[src/rtl/ws2812b_stream_out.sv]
// ws2812b_stream_out: buffers one pixel from a valid/ready stream and serialises NUM_LEDS-pixel
// frames onto a WS2812B/SK6812 data pin, each frame followed by a latch gap.
module ws2812b_stream_out #(
    parameter int BITS       = 24,
    parameter int NUM_LEDS   = 64,
    parameter int CYCLES_T0H = 3,
    parameter int CYCLES_T1H = 5,
    parameter int CYCLES_BIT = 8,
    parameter int CYCLES_RET = 450,
    parameter bit MSB_FIRST  = 1'b1,
    localparam int IDX_W     = $clog2(NUM_LEDS + 1)
) (
    input  logic             clk,
    input  logic             resetn,
    input  logic             enable,
    input  logic             pix_valid,
    input  logic [BITS-1:0]  pix_data,
    output logic             pix_ready,
    output logic             ws2812b_data,
    output logic             busy,
    output logic [IDX_W-1:0] led_index,
    output logic             frame_done,
    output logic             underrun
);
    localparam int CNT_MAX = CYCLES_RET > CYCLES_BIT ? CYCLES_RET : CYCLES_BIT;
    localparam int CNT_W   = $clog2(CNT_MAX + 1);
    localparam int BIT_W   = $clog2(BITS + 1);
    // Counters hold "cycles left minus one", so a phase ends when the counter reads zero.
    localparam logic [CNT_W-1:0] H0 = CNT_W'(CYCLES_T0H - 1);
    localparam logic [CNT_W-1:0] H1 = CNT_W'(CYCLES_T1H - 1);
    localparam logic [CNT_W-1:0] L0 = CNT_W'(CYCLES_BIT - CYCLES_T0H - 1);
    localparam logic [CNT_W-1:0] L1 = CNT_W'(CYCLES_BIT - CYCLES_T1H - 1);
    localparam logic [CNT_W-1:0] RL = CNT_W'(CYCLES_RET - 1);
    localparam logic [IDX_W-1:0] LAST_IDX = IDX_W'(NUM_LEDS - 1);

    typedef enum logic [1:0] {IDLE, HIGH, LOW, RET} state_t;

    state_t           state_q, state_d;
    logic [BITS-1:0]  buf_q, buf_d, shift_q, shift_d, next_shift;
    logic [BIT_W-1:0] bit_q, bit_d;
    logic [CNT_W-1:0] cnt_q, cnt_d;
    logic [IDX_W-1:0] idx_q, idx_d;
    logic             buf_full_q, buf_full_d, data_q, data_d, ready_q, ready_d, busy_q, busy_d;
    logic             frame_done_q, frame_done_d, underrun_q, underrun_d, load;

    function automatic logic head(input logic [BITS-1:0] w);
        return MSB_FIRST ? w[BITS-1] : w[0];
    endfunction

    assign next_shift = MSB_FIRST ? shift_q << 1 : shift_q >> 1;

    always_comb begin
        state_d      = state_q;
        buf_d        = buf_q;
        buf_full_d   = buf_full_q;
        shift_d      = shift_q;
        bit_d        = bit_q;
        cnt_d        = (cnt_q == '0) ? '0 : cnt_q - 1'b1;
        idx_d        = idx_q;
        data_d       = data_q;
        frame_done_d = 1'b0;
        underrun_d   = 1'b0;
        load         = 1'b0;
        if (pix_valid && !buf_full_q) begin
            buf_d      = pix_data;
            buf_full_d = 1'b1;
        end
        case (state_q)
            IDLE: load = enable && buf_full_q;
            HIGH: if (cnt_q == '0) begin
                state_d = LOW;
                data_d  = 1'b0;
                cnt_d   = head(shift_q) ? L1 : L0;
            end
            LOW: if (cnt_q == '0) begin
                if (bit_q != '0) begin
                    state_d = HIGH;
                    data_d  = 1'b1;
                    shift_d = next_shift;
                    bit_d   = bit_q - 1'b1;
                    cnt_d   = head(next_shift) ? H1 : H0;
                end else if (idx_q != LAST_IDX && buf_full_q) begin
                    load  = 1'b1;
                    idx_d = idx_q + 1'b1;
                end else begin
                    state_d      = RET;
                    cnt_d        = RL;
                    idx_d        = '0;
                    frame_done_d = idx_q == LAST_IDX;
                    underrun_d   = idx_q != LAST_IDX;
                end
            end
            default: if (cnt_q == '0) state_d = IDLE;
        endcase
        if (load) begin
            state_d    = HIGH;
            data_d     = 1'b1;
            shift_d    = buf_q;
            buf_full_d = 1'b0;
            bit_d      = BIT_W'(BITS - 1);
            cnt_d      = head(buf_q) ? H1 : H0;
        end
        ready_d = !buf_full_d;
        busy_d  = state_d != IDLE;
    end

    always_ff @(posedge clk) begin
        if (!resetn) begin
            state_q      <= IDLE;
            buf_q        <= '0;
            buf_full_q   <= 1'b0;
            shift_q      <= '0;
            bit_q        <= '0;
            cnt_q        <= '0;
            idx_q        <= '0;
            data_q       <= 1'b0;
            ready_q      <= 1'b1;
            busy_q       <= 1'b0;
            frame_done_q <= 1'b0;
            underrun_q   <= 1'b0;
        end else begin
            state_q      <= state_d;
            buf_q        <= buf_d;
            buf_full_q   <= buf_full_d;
            shift_q      <= shift_d;
            bit_q        <= bit_d;
            cnt_q        <= cnt_d;
            idx_q        <= idx_d;
            data_q       <= data_d;
            ready_q      <= ready_d;
            busy_q       <= busy_d;
            frame_done_q <= frame_done_d;
            underrun_q   <= underrun_d;
        end
    end

    assign pix_ready    = ready_q;
    assign ws2812b_data = data_q;
    assign busy         = busy_q;
    assign led_index    = idx_q;
    assign frame_done   = frame_done_q;
    assign underrun     = underrun_q;
endmodule

[config.mk]
export PLATFORM = sky130hd
export DESIGN_NAME = ws2812b_stream_out
export DESIGN_NICKNAME = d
export VERILOG_FILES = /design/src/rtl/ws2812b_stream_out.sv
export SDC_FILE = /design/constraint.sdc
export NUM_CORES = 1
export LEC_CHECK = 0
export ABC_CLOCK_PERIOD_IN_PS = 5400
export BUFFER_PORTS_ARGS = -buffer_cell sky130_fd_sc_hd__buf_4
export CORE_MARGIN = 1
export CORE_UTILIZATION = 60
export DETAILED_ROUTE_END_ITERATION = 10
export PLACE_DENSITY = 0.79
export SLEW_MARGIN = 20
export SYNTH_ARGS = -nofsm -noshare
export SYNTH_HDL_FRONTEND = slang
export SYNTH_SLANG_ARGS = --single-unit
[constraint.sdc]
create_clock -name clk -period 5.4 [get_ports clk]
set_clock_uncertainty 0.05 [all_clocks]
set_input_delay 0.81 -clock clk [delete_from_list [all_inputs] [get_ports clk]]
set_output_delay 0.81 -clock clk [all_outputs]
set_load 0.02 [all_outputs]
==> reports/metrics.yaml, run 1 <==
global_route:
  total_overflow_reported_by_the_global_router: 0
  wire_length_of_the_first_global_routing_pass_um: 11000
  grtUsageTotal: 0.231
  vias_in_the_first_global_route: 2500
  grt_antenna_before_repair: 0
  largest_net_degree_at_the_start_of_global_routing: 56
setup_path:
  crit_chain: "inv_1 > ha_1 > nor4b_2 > nand4_2 > o21a_1 > buf_4 > o21ai_0 > a21oi_1"
  crit_type: "reg2reg"
  worst_path_arrival_ps: 2540
  critPathBufInv: 2
  crit_path_top_delay_cell: "nor4b_2"
  path_delay_family: "simple AND/OR/NAND/NOR gates"
  worst_setup_path_end_kind: "register"
  required_ps: 5570
  crit_path_start_kind: "register"
  slowest_delay_ps: 460
  worstPathMaxFanout: 55
  reg2reg_setup_slack_ps: 3030
synthesis:
  count_of_flip_flops_with_a_built_in_enable_after_synthesis: 0
  synthesis.area_um2: 3390
  syn-mean-instance-area_um2: 8.86
  yosys_most_used_dff: "dfxtp_1"
  synth_cell_types: 51
  synth.top_cells.by_area: "dfxtp_1, a21oi_1, nand2_1, mux2i_1, ha_1"
  yosys_warnings: 0
  synth-seq-area-share: 0.454
  synth_fp_nets: 419
  synth.top_cell.area_share: 0.454
  synthDominantAreaCellType: "dfxtp_1"
  synth_cells: 383
  ys_seq_elements: 77
  synthArstFlopShare: 0
layout:
  layout_cell_share_with_drive_strength_beyond_1: 0.179
  finalNetCount: 450
  mostFrequentLayoutCell: "dfxtp_1"
  syn2layout_area_growth_pct: 13.8
  mostFrequentLayoutCells: "dfxtp_1, nand2_1, a21oi_1, buf_4, mux2i_1"
  postLayoutCoreUtil: 0.705
  insertedDiodeCount: 0
sta:
  slew_at_the_pin_with_the_worst_max_slew_slack_ps: 856
  grt_setup_unrepaired: "no"
  fin_crit_ps: 2370
  finalSetupViolCount: 0
  final.setup.tns_ps: 0
  slew_violations: 0
  final_min_period_over_clock_period: 0.440
  report.final.hold_viol_count: 0
  final.hold.worst_slack_ps: 402
  setup_slack_ps: 3030
  timing.fmax_ghz: 0.421
  slew-limit-headroom: 0.429
power_and_ir_drop:
  ir_drop_mv: 0.245
  fin_total_pwr_w: 0.00159
  p_sw_w: 0.000515
  clkPwrFrac: 0.277
  power.static_leakage_nw: 1.65
  p_sw_frac: 0.325
  power.sequential.fraction: 0.438
  pwr-share-comb: 0.286
  cellPowerDensity_nw_per_um2: 411
  power.internal_w: 0.00107
detailed_routing:
  routed-via-count: 2760
  drt-vias-per-instance: 5.62
  postRouteAntennaNets: 0
  total_wire_length_after_detailed_routing_um: 6510
  detail_route.wl_per_cell_um: 13.3
  drt_first_pass_iters: 4
  remaining_drc_errors: 0
  initialDrtViolationCount: 178
hold_path:
  hold_path.class: "reg2reg"
cts:
  cts_buffer_depth: 2
  post_cts_buffers: 0
  clk-insertion-delay-late_ps: 350
  holdBufCountCts: 0
  cts.repair.resized: 0
  cts.root.buffer_cell: "clkbuf_8"
  clkTransAtPathRegs_ps: 70
  clock_tree_from_tritoncts: "built"
  clock_sink_count: 77
  number_of_buffers_created_by_cts: 9
  cts-htree-levels: 3
placement:
  dpl_worst_slack_ps: 2990
  gpl.final_weighted_congestion: 0.905
  post-dp-hpwl_um: 4390
  place.port_buffers: 39
job:
  drv_cap: 0
floorplan:
  io_pins: 40
  rows: 27
  chipHeight_um: 77.2
  core-area_um2: 5470
  initial_util: 0.620
  fp.dieW_um: 77.2
  die_area_um2: 5960
run_status:
  status: "finished clean"
## cell families after synthesis
| kind of cell | after synthesis | synth area share |
|---|---|---|
| buffers and inverters | 34 | 0.0549 |
| XOR/XNOR | 11 | 0.0284 |
| AND/OR/NAND/NOR | 119 | 0.178 |
| adder cells (fa/ha/maj) | 8 | 0.0295 |
| flip-flops | 77 | 0.454 |
| AO/OA/AOI/OAI | 110 | 0.184 |
| multiplexers | 24 | 0.0715 |
## tightest hold or removal path: cells and delay by family (launching register included)
| family | cells | cell delay, ps |
|---|---|---|
| AO/OA/AOI/OAI | 1 | 50 |
| flip-flops | 1 | 310 |
| AND/OR/NAND/NOR | 1 | 50 |
## per-stage QoR
| step | area (µm²) | instances |
|---|---|---|
| 2_1_floorplan | 3390 | 383 |
| 3_3_place_gp | 3660 | 475 |
| 3_5_place_dp | 3660 | 475 |
| 4_1_cts | 3860 | 491 |
| 5_1_grt | 3860 | 491 |
| 6_report | 3860 | 491 |
## per-layer routing
layer  routed length, µm  global-route usage  vias to the layer above
li1                    -                   -                     1406
met1                2970               0.286                     1289
met2                3200               0.378                       52
met3                 212              0.0488                       13
met4                 135               0.115                        0
met5                   0                   0                        -
## cell usage after synthesis (2+ instances only)
| cell | n |
|---|---|
| dfxtp_1 | 77 |
| nand2_1 | 63 |
| a21oi_1 | 62 |
| mux2i_1 | 22 |
| o21ai_0 | 19 |
| nor2_1 | 18 |
| inv_1 | 12 |
| clkbuf_1 | 10 |
| ha_1 | 8 |
| o21ai_1 | 8 |
| nand3_1 | 7 |
| xnor2_1 | 6 |
| nand4_1 | 5 |
| nor3_1 | 5 |
| xor2_1 | 5 |
| buf_2 | 4 |
| buf_6 | 4 |
| a31oi_1 | 3 |
| a211o_1 | 2 |
| a22oi_1 | 2 |
| and3_1 | 2 |
| clkbuf_8 | 2 |
| mux2_2 | 2 |
| nor2b_1 | 2 |
| nor4_2 | 2 |
| nor4b_2 | 2 |
| o22ai_1 | 2 |
| o31ai_1 | 2 |
| or3_2 | 2 |
| or4b_4 | 2 |
## state kept, by name, indices dropped and copies added, names as in the netlist
signal and cells:
pix_ready 1, ws2812b_data 1, underrun 1, bit_q 5, state_q 2, busy 1
frame_done 1, buf_full_q 1, buf_q 24, led_index 7, cnt_q 9, shift_q 24
## power groups by stage
stage / logic (W) / clock network [W] / registers (W)
2_1_floorplan: 0.000357 / 0 / 0.000695
3_3_place_gp: 0.000433 / 0 / 0.000701
3_5_place_dp: 0.000446 / 0 / 0.000706
4_1_cts: 0.000450 / 0.000446 / 0.000693
5_1_grt: 0.000506 / 0.000466 / 0.000702
6_report: 0.000453 / 0.000439 / 0.000694
## path summary, 6_finish.rpt
check | depth (start not counted) | endpoint | startpoint
worst max-delay path | 8 | shift_q[16] | cnt_q[0]
worst max register to register | 8 | shift_q[16] | cnt_q[0]
worst min register to register | 2 | shift_q[0] | buf_q[0]
worst min-delay path | 2 | shift_q[0] | buf_q[0]
## area by class of cell
type,instances,area [µm²]
multi-input combinational,272,1670
fill,458,1610
sequential,77,1540
timing repair buffer,42,315
clock buffer,13,159
tap,72,90.1
inverter,12,45.0
clock inverter,3,43.8
(Power assumes the default switching activity.)
==> inputs of run 2 (changes only) <==
--- a/config.mk
+++ b/config.mk
@@ -5,12 +5,12 @@
 export SDC_FILE = /design/constraint.sdc
 export NUM_CORES = 1
 export LEC_CHECK = 0
-export ABC_CLOCK_PERIOD_IN_PS = 5400
+export ABC_CLOCK_PERIOD_IN_PS = 2200
 export BUFFER_PORTS_ARGS = -buffer_cell sky130_fd_sc_hd__buf_4
 export CORE_MARGIN = 1
-export CORE_UTILIZATION = 60
+export CORE_UTILIZATION = 57
 export DETAILED_ROUTE_END_ITERATION = 10
-export PLACE_DENSITY = 0.79
+export PLACE_DENSITY = 0.75
 export SLEW_MARGIN = 20
 export SYNTH_ARGS = -nofsm -noshare
 export SYNTH_HDL_FRONTEND = slang
==> constraint.sdc (replaced) <==
create_clock -name clk -period 2.2 [get_ports clk]
set_clock_uncertainty 0.05 [all_clocks]
set_input_delay 0.33 -clock clk [delete_from_list [all_inputs] [get_ports clk]]
set_output_delay 0.33 -clock clk [all_outputs]
set_load 0.02 [all_outputs]
==> run 2 against run 1 <==
Against the previous run:
- die area increased by 5.1%
- non-clock buffer count is 12 higher
- routed wire length rose by 9.7%
- clock power grew to 2.8 times the previous value
- setup slack got worse by 2900 ps
- count of clock-buffer cells in the layout is 3 lower
- sequential cell count stayed put
- cell area rose by 4.1%
- worst hold slack worse by 240 ps
- via count is 2.6% higher
- first-iteration DRC count shrank 21%
- largest cell class unchanged
==> reports/metrics.yaml, run 2 (synthesis gave the netlist of run 1 again) <==
placement:
  dp.cells: 485
  gpl.final_weighted_congestion: 0.915
  place.port_buffers: 39
  placed_cell_area_um2: 3760
  dpl_worst_slack_ps: 44.1
  post-dp-hpwl_um: 4880
floorplan:
  fp.dieW_um: 79.2
  initial_util: 0.605
  rows: 27
  io_pins: 40
  core-area_um2: 5610
  chipHeight_um: 79.2
  die_area_um2: 6270
global_route:
  total_overflow_reported_by_the_global_router: 0
  wire_length_of_the_first_global_routing_pass_um: 11900
  largest_net_degree_at_the_start_of_global_routing: 51
  grtUsageTotal: 0.244
  vias_in_the_first_global_route: 2657
  grt_antenna_before_repair: 0
cts:
  clk-insertion-delay-late_ps: 350
  clkTransAtPathRegs_ps: 90
  clock_sink_count: 77
  clock_tree_from_tritoncts: "built"
  number_of_buffers_created_by_cts: 9
  cts.root.buffer_cell: "clkbuf_8"
  cts-htree-levels: 3
  cts_buffer_depth: 2
setup_path:
  worstPathMaxFanout: 21
  crit_path_start_kind: "register"
  worst_path_arrival_ps: 2250
  crit_type: "reg2reg"
  required_ps: 2390
  worst_setup_path_end_kind: "register"
detailed_routing:
  initialDrtViolationCount: 141
  routed-via-count: 2833
  detail_route.wl_per_cell_um: 14.2
  postRouteAntennaNets: 0
  drt-vias-per-instance: 5.63
  drt_first_pass_iters: 4
  remaining_drc_errors: 0
  total_wire_length_after_detailed_routing_um: 7140
power_and_ir_drop:
  cellPowerDensity_nw_per_um2: 1030
  power.static_leakage_nw: 1.74
  ir_drop_mv: 0.727
  fin_total_pwr_w: 0.00415
layout:
  syn2layout_area_growth_pct: 18.4
  mostFrequentLayoutCell: "dfxtp_1"
  design_area_um2: 4020
  layout_cell_share_with_drive_strength_beyond_1: 0.209
  finish.cell_count_without_fillers: 503
  sequential_cell_area_um2: 1540
  finalNetCount: 462
  multi_input_comb_area_um2: 1680
  reg.largest.list: "buf_q: 24 flops, shift_q: 24 flops, cnt_q: 9 flops"
  insertedDiodeCount: 0
  mostFrequentLayoutCells: "dfxtp_1, nand2_1, a21oi_1, buf_4, mux2i_1"
  fillCellCount: 473
sta:
  finalSetupViolCount: 0
  slew_violations: 0
  final.hold.worst_slack_ps: 166
  setup_slack_ps: 141
  fin_crit_ps: 2060
  timing.fmax_ghz: 0.486
  report.final.hold_viol_count: 0
  final_min_period_over_clock_period: 0.936
  slew-limit-headroom: 0.780
  slew_at_the_pin_with_the_worst_max_slew_slack_ps: 330
run_status:
  status: "finished clean"
hold_path:
  hold_path.class: "in2reg"
job:
  drv_cap: 0
## run 2: changes by cell type in the layout (fill, tap and decap cells not counted), sizes merged
cell and change:
buf +12, clkbuf -3, bufinv +1, clkinvlp +1, inv +1
## run 2: worst max-delay path: stages, from the launching register on
cell and delay, ps:
dfxtp_1 330, inv_2 80, ha_1 150, or4b_4 510, nand4_1 170, buf_12 200, mux2_2 350, nand2_1 60
a21oi_1 60
## run 2: what timing repair did
item	4_1_cts	5_1_grt
hold buffers	0	0
setup buffers	0	2
gates resized for setup	0	4
endpoints found under the hold margin	0	0
endpoints found under the setup margin	0	25
## run 2: cell type report
cell class              count  share of cell area
clock buffers              10              0.0343
clock inverters             6              0.0234
inverters                  12              0.0112
multi-input cells         272               0.417
flip-flops and latches     77               0.384
well taps                  72              0.0224
repair buffers             54               0.108
## run 2: stage by stage
step / utilization / TNS, ps
CTS: 0.711 / 0
global placement: 0.670 / 0
floorplan: - / 0
global route: 0.716 / -17.3
finish: 0.716 / 0
detailed placement: 0.670 / 0
## run 2: final timing paths
kind              cells past startpoint    startpoint  slack (ps)          end
hold / removal                        3  pix_data[15]         170    buf_q[15]
setup / recovery                      8      bit_q[0]         140  shift_q[23]
setup reg to reg                      8      bit_q[0]         140  shift_q[23]
hold reg to reg                       2      buf_q[3]         400     buf_q[3]
## run 2: routing by layer
layer,global-route usage,up-vias,share of wire
met3,0.0391,22,0.038
li1,-,1423,-
met1,0.329,1316,0.49
met5,0,-,0
met4,0.116,0,0.024
met2,0.379,72,0.45
## run 2: power by group
part | internal, W | switching (W) | total [W]
combinational | 0.000567 | 0.000655 | 0.00122
sequential | 0.00156 | 0.000149 | 0.00171
clock | 0.000677 | 0.000542 | 0.00122
total | 0.00280 | 0.00135 | 0.00415
==> inputs of run 3 (changes only) <==
--- a/config.mk
+++ b/config.mk
@@ -7,6 +7,7 @@
 export LEC_CHECK = 0
 export ABC_CLOCK_PERIOD_IN_PS = 2200
 export BUFFER_PORTS_ARGS = -buffer_cell sky130_fd_sc_hd__buf_4
+export CORE_ASPECT_RATIO = 1.5
 export CORE_MARGIN = 1
 export CORE_UTILIZATION = 57
 export DETAILED_ROUTE_END_ITERATION = 10
==> run 3 against run 2 <==
Against the previous run:
- global-route usage fell by 1.7 points
- worst hold slack improved by 6.7 ps
- non-clock buffer count did not move
- critical path depth fell by 1
- first-iteration DRC count rose by 9.2%
- sequential power barely moved
- utilization fell by 2.4 points
- routed wire length fell by 8.7%
- combinational power barely moved
- register-to-register slack got worse by 30 ps
- sequential share of layout area rose by 0.084 points
- via count fell by 1.7%
==> reports/metrics.yaml, run 3 (synthesis gave the netlist of run 1 again) <==
run_status:
  status: "finished clean"
cts:
  cts-htree-levels: 3
  clock_sink_count: 77
  cts_buffer_depth: 2
  number_of_buffers_created_by_cts: 9
  cts.root.buffer_cell: "clkbuf_8"
  holdBufCountCts: 0
  clkTransAtPathRegs_ps: 80
  clock_tree_from_tritoncts: "built"
  clk-insertion-delay-late_ps: 340
sta:
  finalSetupViolCount: 0
  final_min_period_over_clock_period: 0.950
  fin_crit_ps: 2090
  slew_at_the_pin_with_the_worst_max_slew_slack_ps: 603
  final.hold.worst_slack_ps: 172
  slew_violations: 0
  grt_setup_unrepaired: "yes"
  timing.fmax_ghz: 0.479
  report.final.hold_viol_count: 0
  slew-limit-headroom: 0.598
floorplan:
  chipHeight_um: 96.5
  rows: 34
  fp.dieW_um: 65.0
  core-area_um2: 5790
  io_pins: 40
  initial_util: 0.587
  die_area_um2: 6270
global_route:
  grtUsageTotal: 0.227
  wire_length_of_the_first_global_routing_pass_um: 10800
  largest_net_degree_at_the_start_of_global_routing: 50
  total_overflow_reported_by_the_global_router: 0
  vias_in_the_first_global_route: 2508
  grt_antenna_before_repair: 0
detailed_routing:
  drt_first_pass_iters: 5
  detail_route.wl_per_cell_um: 13.0
  initialDrtViolationCount: 154
  postRouteAntennaNets: 0
  total_wire_length_after_detailed_routing_um: 6520
  routed-via-count: 2785
  remaining_drc_errors: 0
  drt-vias-per-instance: 5.54
power_and_ir_drop:
  fin_total_pwr_w: 0.00409
  cellPowerDensity_nw_per_um2: 1020
  power.static_leakage_nw: 1.73
  ir_drop_mv: 0.493
setup_path:
  worstPathMaxFanout: 20
  worst_path_arrival_ps: 2310
  crit_type: "reg2reg"
  crit_path_start_kind: "register"
  required_ps: 2420
  worst_setup_path_end_kind: "register"
  reg2reg_setup_slack_ps: 110
layout:
  design_area_um2: 4010
  mostFrequentLayoutCells: "dfxtp_1, nand2_1, a21oi_1, buf_4, mux2i_1"
  mostFrequentLayoutCell: "dfxtp_1"
  syn2layout_area_growth_pct: 18.1
  finalNetCount: 462
  postLayoutCoreUtil: 0.693
  reg.largest.list: "buf_q: 24 flops, shift_q: 24 flops, cnt_q: 9 flops"
  layout_cell_share_with_drive_strength_beyond_1: 0.209
  sequential_cell_area_um2: 1540
  insertedDiodeCount: 0
  fillCellCount: 507
  multi_input_comb_area_um2: 1680
placement:
  place.port_buffers: 39
  placed_cell_area_um2: 3750
  post-dp-hpwl_um: 4530
  gpl.final_weighted_congestion: 0.890
hold_path:
  hold_path.class: "in2reg"
job:
  drv_cap: 0
==> run 3: repair_timing <==
action / in CTS / in global routing
buffers inserted: 0 / 3
resized for setup: 0 / 6
endpoints found under the setup margin: 0 / 37
==> run 3: path summary, 6_finish.rpt <==
| check | start | end | cells after the start |
|---|---|---|---|
| max reg2reg | bit_q[0] | bit_q[1] | 7 |
| min | pix_data[6] | buf_q[6] | 3 |
| max | bit_q[0] | bit_q[1] | 7 |
| min reg2reg | buf_q[9] | buf_q[9] | 2 |
==> run 3: worst max-delay path: stages (launching register included) <==
cell and delay, ps:
dfxtp_1 330, inv_2 80, ha_2 170, or4b_4 510, nand4_1 200, buf_12 200, mux2_2 350, a21oi_1 130
==> run 3: through the flow <==
| step | TNS, ps | setup WS, ps | instances |
|---|---|---|---|
| CTS | 0 | 5.15 | 500 |
| finish | 0 | 111 | 503 |
| global route | -5.24 | -4.37 | 503 |
| floorplan | 0 | 235 | 383 |
| global placement | 0 | 43.7 | 484 |
| detailed placement | 0 | 35.8 | 484 |
==> run 3: report_power, final <==
group / total [W] / switching (W) / internal, W
logic: 0.00124 / 0.000663 / 0.000575
registers: 0.00170 / 0.000146 / 0.00156
clock network: 0.00114 / 0.000500 / 0.000644
total: 0.00409 / 0.00131 / 0.00278
==> run 3: area by class of cell <==
type / instances / area share
clock buffer: 11 / 0.0328
sequential: 77 / 0.385
tap: 72 / 0.0225
inverter: 12 / 0.0112
multi-input combinational: 272 / 0.419
clock inverter: 5 / 0.0212
timing repair buffer: 54 / 0.108
==> run 3: per-layer routing <==
metal	up-vias	routed length, µm	global-route usage
li1	1432	-	-
met1	1271	2810	0.250
met2	74	3350	0.401
met3	8	258	0.0552
met4	0	97	0.115
met5	-	0	0
